[src/rtl/byte_mem_access_unit_if.sv]
// Bundles the CPU request side and the byte-wide memory side of byte_mem_access_unit.
// The slave modport is the access unit; the master modport is the CPU plus the attached memory.
interface byte_mem_access_unit_if #(
  parameter int unsigned ADDR_WIDTH = 32
) ();

  logic                  Req;
  logic                  Write;
  logic [1:0]            Size;
  logic                  Signed;
  logic [ADDR_WIDTH-1:0] Addr;
  logic [31:0]           WData;
  logic                  Busy;
  logic                  Done;
  logic                  Err;
  logic [31:0]           RData;
  logic [ADDR_WIDTH-1:0] MemAddr;
  logic [7:0]            MemWData;
  logic                  MemRead;
  logic                  MemWrite;
  logic [7:0]            MemRData;

  modport master (
    output Req, Write, Size, Signed, Addr, WData, MemRData,
    input  Busy, Done, Err, RData, MemAddr, MemWData, MemRead, MemWrite
  );

  modport slave (
    input  Req, Write, Size, Signed, Addr, WData, MemRData,
    output Busy, Done, Err, RData, MemAddr, MemWData, MemRead, MemWrite
  );

endinterface

[src/rtl/byte_mem_access_unit.sv]
// Big-endian byte/halfword/word load-store initiator driving a byte-wide memory port,
// one byte per cycle, with alignment, size and range checking before any memory cycle.
module byte_mem_access_unit #(
  parameter int unsigned ADDR_WIDTH = 32,
  parameter int unsigned MEM_BYTES  = 1024
) (
  input logic                    Clock,
  input logic                    Reset_n,
  byte_mem_access_unit_if.slave  bus
);

  localparam int unsigned AW1 = ADDR_WIDTH + 1;
  localparam logic [ADDR_WIDTH:0] LastAddr = AW1'(MEM_BYTES - 1);

  typedef enum logic [1:0] {StIdle, StAccess, StFinish} state_e;

  state_e                stateQ;
  logic                  writeQ;
  logic [1:0]            sizeQ;
  logic                  signedQ;
  logic [ADDR_WIDTH-1:0] addrQ;
  logic [31:0]           wDataQ;
  logic [2:0]            nQ;
  logic [1:0]            cntQ;
  logic [31:0]           accQ;
  logic                  errQ;
  logic [31:0]           rDataQ;
  logic [ADDR_WIDTH-1:0] memAddrQ;
  logic [7:0]            memWDataQ;
  logic                  memReadQ;
  logic                  memWriteQ;

  logic [2:0]            reqN;
  logic [ADDR_WIDTH:0]   reqEnd;
  logic                  reqErr;
  logic [31:0]           accNext;
  logic [2:0]            cntNext;
  logic                  isLast;

  // Byte (n-1-i) of the store data, counted from the LSB: byte 0 of the access is the MSB.
  function automatic logic [7:0] byteSel(logic [31:0] d, logic [2:0] n, logic [2:0] i);
    logic [2:0] idx;
    idx = n - 3'd1 - i;
    case (idx)
      3'd0:    return d[7:0];
      3'd1:    return d[15:8];
      3'd2:    return d[23:16];
      default: return d[31:24];
    endcase
  endfunction

  function automatic logic [31:0] extendLoad(logic [31:0] acc, logic [1:0] size, logic sgn);
    case (size)
      2'b00:   return {{24{sgn & acc[7]}}, acc[7:0]};
      2'b01:   return {{16{sgn & acc[15]}}, acc[15:0]};
      default: return acc;
    endcase
  endfunction

  always_comb begin
    reqN = 3'd1;
    case (bus.Size)
      2'b01:   reqN = 3'd2;
      2'b10:   reqN = 3'd4;
      default: reqN = 3'd1;
    endcase
  end

  // Computed one bit wider than the address so a request near the top of the space cannot wrap.
  assign reqEnd = {1'b0, bus.Addr} + AW1'(reqN) - AW1'(1);
  assign reqErr = (bus.Size == 2'b11)
               || (bus.Size == 2'b01 && bus.Addr[0])
               || (bus.Size == 2'b10 && bus.Addr[1:0] != 2'b00)
               || (reqEnd > LastAddr);

  assign accNext = {accQ[23:0], bus.MemRData};
  assign cntNext = {1'b0, cntQ} + 3'd1;
  assign isLast  = ({1'b0, cntQ} == nQ - 3'd1);

  always_ff @(posedge Clock or negedge Reset_n) begin
    if (!Reset_n) begin
      stateQ    <= StIdle;
      writeQ    <= 1'b0;
      sizeQ     <= 2'b00;
      signedQ   <= 1'b0;
      addrQ     <= '0;
      wDataQ    <= '0;
      nQ        <= 3'd0;
      cntQ      <= 2'd0;
      accQ      <= '0;
      errQ      <= 1'b0;
      rDataQ    <= '0;
      memAddrQ  <= '0;
      memWDataQ <= '0;
      memReadQ  <= 1'b0;
      memWriteQ <= 1'b0;
    end else begin
      case (stateQ)
        StIdle: begin
          if (bus.Req) begin
            writeQ  <= bus.Write;
            sizeQ   <= bus.Size;
            signedQ <= bus.Signed;
            addrQ   <= bus.Addr;
            wDataQ  <= bus.WData;
            nQ      <= reqN;
            cntQ    <= 2'd0;
            accQ    <= '0;
            if (reqErr) begin
              stateQ <= StFinish;
              errQ   <= 1'b1;
              rDataQ <= '0;
            end else begin
              stateQ    <= StAccess;
              memAddrQ  <= bus.Addr;
              memReadQ  <= !bus.Write;
              memWriteQ <= bus.Write;
              if (bus.Write) begin
                memWDataQ <= byteSel(bus.WData, reqN, 3'd0);
              end
            end
          end
        end
        StAccess: begin
          if (!writeQ) begin
            accQ <= accNext;
          end
          if (isLast) begin
            stateQ    <= StFinish;
            memReadQ  <= 1'b0;
            memWriteQ <= 1'b0;
            rDataQ    <= writeQ ? 32'd0 : extendLoad(accNext, sizeQ, signedQ);
          end else begin
            cntQ     <= cntNext[1:0];
            memAddrQ <= addrQ + ADDR_WIDTH'(cntNext);
            if (writeQ) begin
              memWDataQ <= byteSel(wDataQ, nQ, cntNext);
            end
          end
        end
        StFinish: begin
          stateQ <= StIdle;
          errQ   <= 1'b0;
        end
        default: stateQ <= StIdle;
      endcase
    end
  end

  assign bus.Busy     = (stateQ != StIdle);
  assign bus.Done     = (stateQ == StFinish);
  assign bus.Err      = errQ;
  assign bus.RData    = rDataQ;
  assign bus.MemAddr  = memAddrQ;
  assign bus.MemWData = memWDataQ;
  assign bus.MemRead  = memReadQ;
  // Gated with reset so a pending byte write is cancelled the instant reset asserts.
  assign bus.MemWrite = memWriteQ & Reset_n;

endmodule

[src/flat_wrapper.sv]
// flat-port wrapper written by rule: the top's interface ports become plain ports
module byte_mem_access_unit_flat 
#(
  parameter int unsigned ADDR_WIDTH = 32,
  parameter int unsigned MEM_BYTES  = 1024
)
  (Clock, Reset_n, bus_Req, bus_Write, bus_Size, bus_Signed, bus_Addr, bus_WData, bus_MemRData, bus_Busy, bus_Done, bus_Err, bus_RData, bus_MemAddr, bus_MemWData, bus_MemRead, bus_MemWrite);
  byte_mem_access_unit_if #(.ADDR_WIDTH(ADDR_WIDTH)) bus_i ();
  input logic Clock;
  input logic Reset_n;
  input wire logic [$bits(bus_i.Req)-1:0] bus_Req;
  input wire logic [$bits(bus_i.Write)-1:0] bus_Write;
  input wire logic [$bits(bus_i.Size)-1:0] bus_Size;
  input wire logic [$bits(bus_i.Signed)-1:0] bus_Signed;
  input wire logic [$bits(bus_i.Addr)-1:0] bus_Addr;
  input wire logic [$bits(bus_i.WData)-1:0] bus_WData;
  input wire logic [$bits(bus_i.MemRData)-1:0] bus_MemRData;
  output wire logic [$bits(bus_i.Busy)-1:0] bus_Busy;
  output wire logic [$bits(bus_i.Done)-1:0] bus_Done;
  output wire logic [$bits(bus_i.Err)-1:0] bus_Err;
  output wire logic [$bits(bus_i.RData)-1:0] bus_RData;
  output wire logic [$bits(bus_i.MemAddr)-1:0] bus_MemAddr;
  output wire logic [$bits(bus_i.MemWData)-1:0] bus_MemWData;
  output wire logic [$bits(bus_i.MemRead)-1:0] bus_MemRead;
  output wire logic [$bits(bus_i.MemWrite)-1:0] bus_MemWrite;
  assign bus_i.Req = bus_Req;
  assign bus_i.Write = bus_Write;
  assign bus_i.Size = bus_Size;
  assign bus_i.Signed = bus_Signed;
  assign bus_i.Addr = bus_Addr;
  assign bus_i.WData = bus_WData;
  assign bus_i.MemRData = bus_MemRData;
  assign bus_Busy = bus_i.Busy;
  assign bus_Done = bus_i.Done;
  assign bus_Err = bus_i.Err;
  assign bus_RData = bus_i.RData;
  assign bus_MemAddr = bus_i.MemAddr;
  assign bus_MemWData = bus_i.MemWData;
  assign bus_MemRead = bus_i.MemRead;
  assign bus_MemWrite = bus_i.MemWrite;
  byte_mem_access_unit #(.ADDR_WIDTH(ADDR_WIDTH), .MEM_BYTES(MEM_BYTES)) u_core (.Clock(Clock), .Reset_n(Reset_n), .bus(bus_i));
endmodule
[config.mk]
export PLATFORM = sky130hd
export DESIGN_NAME = byte_mem_access_unit_flat
export DESIGN_NICKNAME = d
export VERILOG_FILES = /design/src/rtl/byte_mem_access_unit_if.sv /design/src/rtl/byte_mem_access_unit.sv /design/src/flat_wrapper.sv
export SDC_FILE = /design/constraint.sdc
export NUM_CORES = 1
export LEC_CHECK = 0
export BUFFER_PORTS_ARGS = -buffer_cell sky130_fd_sc_hd__buf_2
export CORE_MARGIN = 8
export CORE_UTILIZATION = 50
export CTS_CLUSTER_SIZE = 10
export DETAILED_ROUTE_END_ITERATION = 16
export HOLD_SLACK_MARGIN = 0.06
export MAX_ROUTING_LAYER = met4
export PLACE_DENSITY_LB_ADDON = 0.05
export REMOVE_ABC_BUFFERS = 1
export SYNTH_ARGS = -nofsm -noshare
export SYNTH_HDL_FRONTEND = slang
export SYNTH_SLANG_ARGS = --single-unit
[constraint.sdc]
create_clock -name Clock -period 4.1 [get_ports Clock]
set_clock_uncertainty 0.15 [all_clocks]
set_input_delay 0.82 -clock Clock [delete_from_list [all_inputs] [get_ports Clock]]
set_output_delay 0.82 -clock Clock [all_outputs]
set_load 0.03 [all_outputs]
==> results.md <==
- CTS Buffer Depth: 2
- Drt wl/cell: 18.83 um
- DR DRC count: 0
- Nets: 1,656
- Die Ht: 163.0 um
- Root Buffer: clkbuf_16
- Slew Limit Fails: 0
- Commonest cells post-synth: nand2_1, dfrtp_1, o21ai_0
- Worst-margin pin slew: 1.072 ns
- Clk sink count: 174
- Placed wire-length estimate: 24,270 um
- FF+latch area: 4354 um^2
- Max Cap Viol: 0
- Routed WL: 34,220 um
- Worst EP required: 4.26 ns
- Pre-CTS setup slack: -1.551 ns
- Cell with the most instances after synthesis: nand2_1
- Largest net degree at the start of global routing: 163
- Max Fclk: 0.2120 GHz
- Ys async rst share: 100.0%
- Tcrit/Tclk final: 115.0%
- Setup WS post-layout: -0.6169 ns
- Via count: 10,170
- Pre-antenna DRT Iters: 5
- Yosys warnings: 0
- Crit Path Max Fanout: 7
- H-tree Lvls: 4
- Grt ovf: 0
- Area Growth Syn to Fin: 33.48%
- Slowest-stage cell, CP: or4_4
- Design Area, Final: 14,420 um^2
- Worst min-delay path category: flop to flop
- Antenna diode count: 0
- Syn Area/Cell: 8.971 um^2
- Slew HR: 28.55%
- Status: complete, but fails checks
- Yosys top cell area share: 40.31%
- Area post-placement: 13,150 um^2
- EDFF count, synth: 0
- Iteration-0 DRC Markers: 777
- Initial antenna violation count: 0
- Netlist Area Pre-Place: 10,800 um^2
- Failing checks: negative setup slack
- Biggest area consumer among synthesized cells: dfrtp_1
- Sequential element share of the synthesized area: 40.31%
- VDD IR-drop max: 323.2 uV
- Post-Syn Instances: 1,204
- GPL Wtd Cong: 0.8911
- CP dominant cell by count: ha_4
- Detail Route Antenna Nets: 0
- Final Setup Violations: 77
- Crit path DAT: 4.88 ns
- Unique masters post-synth: 77
- Multi-input gate area: 6276 um^2
- Number of vias per cell: 5.595
- Layout cells sized above 1: 33.64%
- TritonCTS clock tree: done
- # port buffers: 155
- Final period demand of the worst path: 4.717 ns
- Initial core utilization: 51.22%
- Top_reg_cell synth: dfrtp_1
- RSZ-0062 raised after global routing: true
- Crit end category: flop
- Layout fillers: 1,739
- First-pass GRT wire length: 54,390 um
- Total track usage: 26.36%
- Vias in the first global route: 10,110
- I/O pin total: 156
- Skew-Pair Late Insertion Delay: 0.43 ns
- Final hold violation count: 0
- Startpoint types: primary input
- Top post-synthesis cells by area: dfrtp_1, nand2_1, ha_1
- Power per cell area: 341.3 nW/um^2
- Core area: 21,090 um^2
- Synth Register Bits: 174
- Chip Width: 163.0 um
- Maximum single-stage delay on the critical path: 0.70 ns
- Die area: 26,560 um^2
- FP Rows: 53
- Num CTS Buffers: 17
- Crit Path Category: primary input to flop
- Leak: 7.141 nW
- Worst-path clk slew: 0.08 ns
- Crit-path cells: buf_8 -> inv_4 -> ha_4 -> inv_4 -> ha_4 -> inv_2 -> ha_4 -> inv_2 -> fa_2 -> nand2b_4 -> a21oi_4 -> o211ai_1 -> a211o_1 -> and3_4 -> nand4bb_1 -> or4_4 -> or4_4 -> nand2_8 -> mux2_4
==> worst max-delay path, delay by kind of cell <==
kind                     cells  cell delay [ns]
AO/OA/AOI/OAI                3             0.61
adder cells (fa/ha/maj)      4             0.86
buffers and inverters        5             0.27
multiplexers                 1             0.32
AND/OR/NAND/NOR              6             1.97
==> cells by family after synthesis <==
group	synth area share (%)
simple gates	18.20
compound gates	20.54
flops	40.31
buf+inv	5.583
mux	6.313
fa+ha+maj	5.653
xor+xnor	3.406
==> registers in the layout, indices dropped and copies added (netlist names) <==
name and cells:
u_core.stateQ 2, u_core.bus.RData 32, u_core.nQ 3, u_core.addrQ 32, u_core.memWriteQ 1, u_core.writeQ 1
u_core.accQ 24, u_core.bus.MemAddr 32, u_core.wDataQ 32, u_core.bus.Err 1, u_core.bus.MemRead 1, u_core.signedQ 1
u_core.sizeQ 2, u_core.bus.MemWData 8, u_core.cntQ 2
==> worst paths after layout <==
kind | from | end | slack (ns) | cells past startpoint
setup / recovery | bus_Size[0] | u_core.bus.MemAddr[24]$_DFFE_PN0P_ | -0.62 | 19
hold / removal | u_core.bus.RData[4]$_DFFE_PN0P_ | u_core.bus.RData[4]$_DFFE_PN0P_ | 0.33 | 1
setup reg to reg | u_core.cntQ[0]$_DFFE_PN0P_ | u_core.bus.MemWData[5]$_DFFE_PN0P_ | 0.53 | 10
hold reg to reg | u_core.bus.RData[4]$_DFFE_PN0P_ | u_core.bus.RData[4]$_DFFE_PN0P_ | 0.33 | 1
max in group asynchronous | Reset_n | u_core.bus.MemAddr[25]$_DFFE_PN0P_ | 2.06 | 3
min in group asynchronous | Reset_n | u_core.addrQ[12]$_DFFE_PN0P_ | 0.63 | 2
==> per-stage QoR <==
stage	power (mW)	cells	hold slack (ns)	TNS, ns	util (%)
finish	4.920	1818	0.3283	-30.18	68.37
global route	5.158	1818	0.3421	-41.36	68.37
CTS	4.907	1814	0.3287	-24.75	67.36
detailed placement	3.216	1768	0.3116	-97.31	62.35
global placement	3.200	1768	0.3039	-97.30	62.35
floorplan	2.648	1141	0.2901	-98.96	-
==> cell type report <==
type | count | area share, %
multi-input combinational | 891 | 43.53
clock buffer | 18 | 3.046
tap | 275 | 2.387
clock inverter | 14 | 1.041
sequential | 174 | 30.20
inverter | 79 | 2.126
timing repair buffer | 367 | 17.67
==> metal layers <==
layer / part of all wire [%] / up-vias / wire length [um] / global-route usage [%]
li1: - / 4908 / - / -
met1: 44 / 4964 / 15220 / 34.07
met2: 49 / 273 / 16730 / 43.27
met3: 5.2 / 27 / 1795 / 3.514
met4: 1.4 / 0 / 478 / 6.255
met5: 0 / - / 0 / -
==> report_power, final <==
group / internal (mW) / switching (mW) / leakage (nW) / total (mW)
combinational: 0.623 / 0.738 / 4.72 / 1.36
clock: 0.831 / 0.803 / 0.287 / 1.63
sequential: 1.82 / 0.105 / 2.13 / 1.93
total: 3.27 / 1.65 / 7.14 / 4.92
==> cells in the final DEF (no fill, tap or decap), types with 6 or more instances in the layout <==
cell type / netlist / routed
buf_6: 2 / 12
a21oi_1: 57 / 56
clkbuf_16: 0 / 20
a211oi_1: 9 / 7
inv_1: 79 / 71
and3_1: 20 / 19
xor2_1: 21 / 21
o22ai_1: 9 / 9
o21a_1: 8 / 8
a22o_1: 33 / 33
nand2b_1: 8 / 7
mux2_2: 22 / 22
o211ai_1: 14 / 14
dfrtp_1: 174 / 174
nand4_1: 14 / 14
ha_1: 44 / 38
mux2_4: 20 / 23
or3_1: 8 / 8
a221oi_1: 15 / 15
and2_1: 9 / 9
o21ai_0: 98 / 97
o2bb2ai_2: 0 / 10
nand2_1: 217 / 216
a21o_1: 17 / 17
xnor2_1: 21 / 20
nor2_1: 59 / 57
buf_4: 0 / 192
nand3_1: 19 / 18
mux2i_1: 10 / 10
nor2b_1: 19 / 19
buf_2: 9 / 152
nor3_1: 13 / 13
ha_4: 0 / 6
o2bb2ai_1: 17 / 6
==> what timing repair did <==
item / CTS / global route
resized for setup: 66 / 31
hold endpoints to repair: 12 / 0
setup endpoints to repair: 77 / 77
hold buffers: 1 / 0
pin swaps: 30 / 15
setup buffers: 8 / 3
cloned: 5 / 2
Power figures use the tool's default switching activity.
